File: src/rtl/result_bcd_formatter.sv
// Signed binary to sign + fixed-width ASCII decimal, using an iterative double-dabble engine.
// Build option: RESULT_FMT_LEADING_ZERO_BLANK_EN renders leading zero digits as spaces.
module result_bcd_formatter #(
    parameter int WIDTH  = 32,
    parameter int DIGITS = 10
) (
    input  logic                  clk,
    input  logic                  rst,
    input  logic                  in_valid,
    output logic                  in_ready,
    input  logic [WIDTH-1:0]      data_in,
    output logic                  out_valid,
    input  logic                  out_ready,
    output logic [7:0]            sign_char,
    output logic [8*DIGITS-1:0]   digits
);

    // state  | meaning
    // IDLE   | waiting for an input handshake
    // SHIFT  | WIDTH add-3/shift iterations of the magnitude into BCD
    // FORMAT | BCD nibbles converted to ASCII and loaded into the outputs
    // DONE   | result held until the consumer accepts it
    typedef enum logic [1:0] {
        IDLE   = 2'd0,
        SHIFT  = 2'd1,
        FORMAT = 2'd2,
        DONE   = 2'd3
    } state_t;

    localparam int CNT_W = (WIDTH > 1) ? $clog2(WIDTH) : 1;
    localparam logic [CNT_W-1:0] LAST_ITER = CNT_W'(WIDTH - 1);

    // Decimal digit count of 2^(WIDTH-1) is floor((WIDTH-1)*log10(2)) + 1.
    localparam longint LOG_SCALED = longint'(WIDTH - 1) * 64'sd30103;
    localparam int     MIN_DIGITS = int'(LOG_SCALED / 64'sd100000) + 1;

    if (DIGITS < MIN_DIGITS) begin : g_digits_check
        $error("result_bcd_formatter: DIGITS=%0d too small for WIDTH=%0d", DIGITS, WIDTH);
    end

    function automatic logic [4*DIGITS-1:0] add3_nibbles(input logic [4*DIGITS-1:0] bcd);
        logic [4*DIGITS-1:0] res;
        logic [3:0]          nib;
        res = '0;
        for (int i = 0; i < DIGITS; i++) begin
            nib = bcd[4*i +: 4];
            res[4*i +: 4] = (nib >= 4'd5) ? (nib + 4'd3) : nib;
        end
        return res;
    endfunction

    function automatic logic [8*DIGITS-1:0] format_bcd(input logic [4*DIGITS-1:0] bcd);
        logic [8*DIGITS-1:0] txt;
        logic [3:0]          nib;
`ifdef RESULT_FMT_LEADING_ZERO_BLANK_EN
        logic                seen;
        seen = 1'b0;
`endif
        txt = '0;
        for (int i = DIGITS - 1; i >= 0; i--) begin
            nib = bcd[4*i +: 4];
`ifdef RESULT_FMT_LEADING_ZERO_BLANK_EN
            // Digit 0 always shows a numeral so zero still renders as "0".
            if ((nib != 4'd0) || (i == 0)) seen = 1'b1;
            txt[8*i +: 8] = seen ? (8'h30 + {4'h0, nib}) : 8'h20;
`else
            txt[8*i +: 8] = 8'h30 + {4'h0, nib};
`endif
        end
        return txt;
    endfunction

    localparam logic [8*DIGITS-1:0] ZERO_TEXT = format_bcd('0);

    state_t                     state;
    logic                       neg_q;
    logic [WIDTH-1:0]           mag_q;
    logic [4*DIGITS-1:0]        bcd_q;
    logic [CNT_W-1:0]           iter_q;
    logic [4*DIGITS-1:0]        bcd_adj;
    logic [4*DIGITS+WIDTH-1:0]  shifted;
    logic [WIDTH-1:0]           mag_in;

    assign in_ready = (state == IDLE);
    assign bcd_adj  = add3_nibbles(bcd_q);
    assign shifted  = {bcd_adj, mag_q} << 1;
    // The most negative value wraps back to itself, which read unsigned is 2^(WIDTH-1).
    assign mag_in   = data_in[WIDTH-1] ? ((~data_in) + WIDTH'(1)) : data_in;

    always_ff @(posedge clk) begin
        if (rst) begin
            state     <= IDLE;
            neg_q     <= 1'b0;
            mag_q     <= '0;
            bcd_q     <= '0;
            iter_q    <= '0;
            out_valid <= 1'b0;
            sign_char <= 8'h20;
            digits    <= ZERO_TEXT;
        end else begin
            case (state)
                IDLE: begin
                    if (in_valid) begin
                        neg_q  <= data_in[WIDTH-1];
                        mag_q  <= mag_in;
                        bcd_q  <= '0;
                        iter_q <= '0;
                        state  <= SHIFT;
                    end
                end
                SHIFT: begin
                    {bcd_q, mag_q} <= shifted;
                    if (iter_q == LAST_ITER) begin
                        state <= FORMAT;
                    end else begin
                        iter_q <= iter_q + CNT_W'(1);
                    end
                end
                FORMAT: begin
                    sign_char <= neg_q ? 8'h2D : 8'h20;
                    digits    <= format_bcd(bcd_q);
                    out_valid <= 1'b1;
                    state     <= DONE;
                end
                DONE: begin
                    if (out_ready) begin
                        out_valid <= 1'b0;
                        state     <= IDLE;
                    end
                end
                default: state <= IDLE;
            endcase
        end
    end

endmodule

File: config.mk
export PLATFORM = sky130hd
export DESIGN_NAME = result_bcd_formatter
export DESIGN_NICKNAME = d
export VERILOG_FILES = /design/src/rtl/result_bcd_formatter.sv
export SDC_FILE = /design/constraint.sdc
export NUM_CORES = 1
export LEC_CHECK = 0
export ABC_AREA = 1
export ABC_CLOCK_PERIOD_IN_PS = 2200
export BUFFER_PORTS_ARGS = -buffer_cell sky130_fd_sc_hd__clkbuf_2
export CAP_MARGIN = 20
export CORE_MARGIN = 2
export CORE_UTILIZATION = 35
export CTS_BUF_LIST = sky130_fd_sc_hd__clkbuf_8
export DETAILED_ROUTE_END_ITERATION = 12
export HOLD_SLACK_MARGIN = 0.1
export PLACE_DENSITY = 0.66
export SLEW_MARGIN = 20
export SYNTH_ARGS = -nofsm -noshare
export SYNTH_HDL_FRONTEND = slang
export SYNTH_SLANG_ARGS = --single-unit
File: constraint.sdc
create_clock -name clk -period 2.2 [get_ports clk]
set_input_delay 0.11 -clock clk [delete_from_list [all_inputs] [get_ports clk]]
set_output_delay 0.11 -clock clk [all_outputs]
set_load 0.005 [all_outputs]
==> out/results.tsv <==
metric	value	unit
global placer's final weighted congestion	0.874	
Sink Count	122	
critical path class	flop to flop	
xor and xnor area share after synthesis	1.78	%
WHS	130	ps
Syn Inst Count	973	
Synth cell types	35	
# IOs	126	
CP arrival	2270	ps
clock root cell	clkbuf_8	
top-count cell post-synth	nand2_1	
fin util	41.1	%
post-synthesis simple-gate area fraction	19.9	%
number of synthesized flops with an enable pin	0	
DR vias/cell	4.76	
FMAX	513	MHz
Syn Area/Cell	7.07	um^2
vias in the first global route	5523	
Pre-antenna DRT Iters	5	
min Tclk post-route	1950	ps
Pwr Total	8.51	mW
die height	144	um
Inst Count DP	1280	
count of inserted antenna diode cells	0	
P_leak	3.51	nW
Worst Path Required	2510	ps
Total GRT Usage	15.5	%
Post-DRT Antenna Nets	0	
placed wire-length estimate	10900	um
global-route wire length before repair	26100	um
gr ovfl total	0	
Hold Crit Class	input pin to flop	
nets	1123	
CP startpoint kind	flop	
final hold vios	0	
Worst Slack Setup Final	250	ps
Area Overhead vs Synth	15.9	%
initial antenna violation count	0	
Die X	144	um
per-cell routed wire length	12.0	um
die area	0.0208	mm^2
Buffers on Ports	80	
Max Slew Vio Count	0	
post-synthesis mux area share	0	%
compound-cell area share of the yosys netlist	22.8	%
worst-skew pair later-pin latency	440	ps
synth cell count leaders	148 x nand2_1, 138 x a21oi_1, 122 x dfxtp_1, 111 x o21ai_0, 110 x inv_1	
Netlist Area Pre-Place	0.00688	mm^2
Residual DRC	0	
Seq/Total Area, Yosys	35.5	%
initial detailed-routing violation count	407	
main flop type after synthesis	dfxtp_1	
routed via count	6361	
placed instance area	0.00731	mm^2
post-synthesis register bit count	122	
final setup vio count	0	
Async SR Flop Fraction	0	%
largest net degree at the start of global routing	55	
Synth warnings	0	
Core ar.	0.0194	mm^2
final instance area	0.00797	mm^2
top area cells in the synthesized netlist	dfxtp_1 36%, a21oi_1 10%, o21ai_0 8.1%	
status	completed	
Initial Util	35.4	%
CTS Buf Count	17	
Final Cycle Share	88.7	%
CTS HTree Levels	4	
Critical Path End Type	flop	
Post-Route WL	16100	um
Site Rows	51	
Synth area leader	dfxtp_1	
unrepaired setup endpoints after global routing	no	
Worst Path Max Fanout	40	
top-area cell type share of the netlist area	35.5	%
Least-Margin Pin Slew	586	ps
Clk pin slew, worst setup/hold paths	70	ps
clock tree buffer depth	2	
share of post-route cells with drive strength above 1	14.7	%
Slew HR	60.9	%
final setup skew	13.1	ps
post-route insts no fill	1337	
Adder-Cell Fraction of Synth Area	5.10	%
number of max-cap violations	0	
pre-CTS WS	173	ps
largest family of logic cells by synthesized area	compound AO/OA/AOI/OAI gates	
CTS tree	built	
Max VDD drop	0.000616	V
setup_tns	0	ps
power density cells	1070	mW/mm^2
-- cells by family after synthesis --
family | Yosys count
and+or+nand+nor | 314
AOI/OAI and AO/OA | 285
buffers and inverters | 208
DFF | 122
adders and majority gates | 28
xor gates and xnor gates | 14
other | 2
-- sequential cells by signal (all words and copies together) (netlist names) --
register and count:
state 2, mag_q 32, bcd_q 40, out_valid 1
iter_q 5, digits 40, neg_q 1, sign_char 1
-- cells in the final DEF (no fill, tap or decap), types with 2 or more instances in the layout --
cell type and count:
dfxtp_1 122, clkbuf_8 18, a211oi_2 10, xor2_1 14, a31oi_1 11, o21ai_0 111, nand4_1 6, nor2_2 2
o211ai_1 7, clkbuf_2 80, clkinv_1 2, dlygate4sd3_1 25, clkinv_4 3, bufinv_16 3, inv_1 111, ha_1 26
or2_2 11, o21ai_2 2, nor3_1 9, buf_4 11, a21oi_1 138, nand2_2 2, nor2_1 51, ha_2 2
conb_1 45, buf_12 2, nand3_1 80, a211oi_1 2, nand2_1 148, clkinv_2 5, nand3b_1 3
-- layer usage --
metal / part of all wire [%] / track usage, % / routed length, um / up-vias
met3: 4.1 / 3.31 / 651 / 18
li1: - / - / - / 3323
met2: 46 / 25.5 / 7440 / 138
met5: 0 / 0 / 0 / -
met4: 1.5 / 5.31 / 245 / 0
met1: 48 / 20.1 / 7720 / 2882
-- worst paths after layout --
check	slack (ps)	depth (start not counted)	startpoint	end
worst max-delay path	250	10	state[0]	iter_q[3]
worst min-delay path	130	5	data_in[2]	mag_q[2]
worst max register to register	250	10	state[0]	iter_q[3]
worst min register to register	460	2	mag_q[0]	mag_q[0]
-- power breakdown --
part | leakage, nW | total [mW] | switching (mW) | internal (mW)
combinational | 2.30 | 3.30 | 2.10 | 1.20
sequential | 0.999 | 3.17 | 0.329 | 2.84
clock | 0.215 | 2.04 | 0.905 | 1.14
-- critical path, cell delays in order (launching register included) --
cell	delay [ps]
dfxtp_1	330
inv_1	130
ha_1	280
nand2_1	190
o21ai_4	110
buf_6	270
o21ai_2	130
nor2_2	120
nand3_1	90
xor2_1	130
nor2_1	50
-- area by class of cell --
| class | count | area (um^2) |
|---|---|---|
| inverter | 113 | 427 |
| clock buffer | 18 | 248 |
| clock inverter | 14 | 156 |
| timing repair buffer | 119 | 785 |
| sequential | 122 | 2440 |
| multi-input combinational | 686 | 3580 |
| tap | 265 | 332 |
| fill | 2004 | 11400 |
-- what timing repair did --
item | 4_1_cts | 5_1_grt
resized for setup | 0 | 1
hold buffers | 25 | 0
setup endpoints to repair | 0 | 1
setup buffers | 0 | 0
hold endpoints to repair | 26 | 0
(Power assumes the default switching activity.)
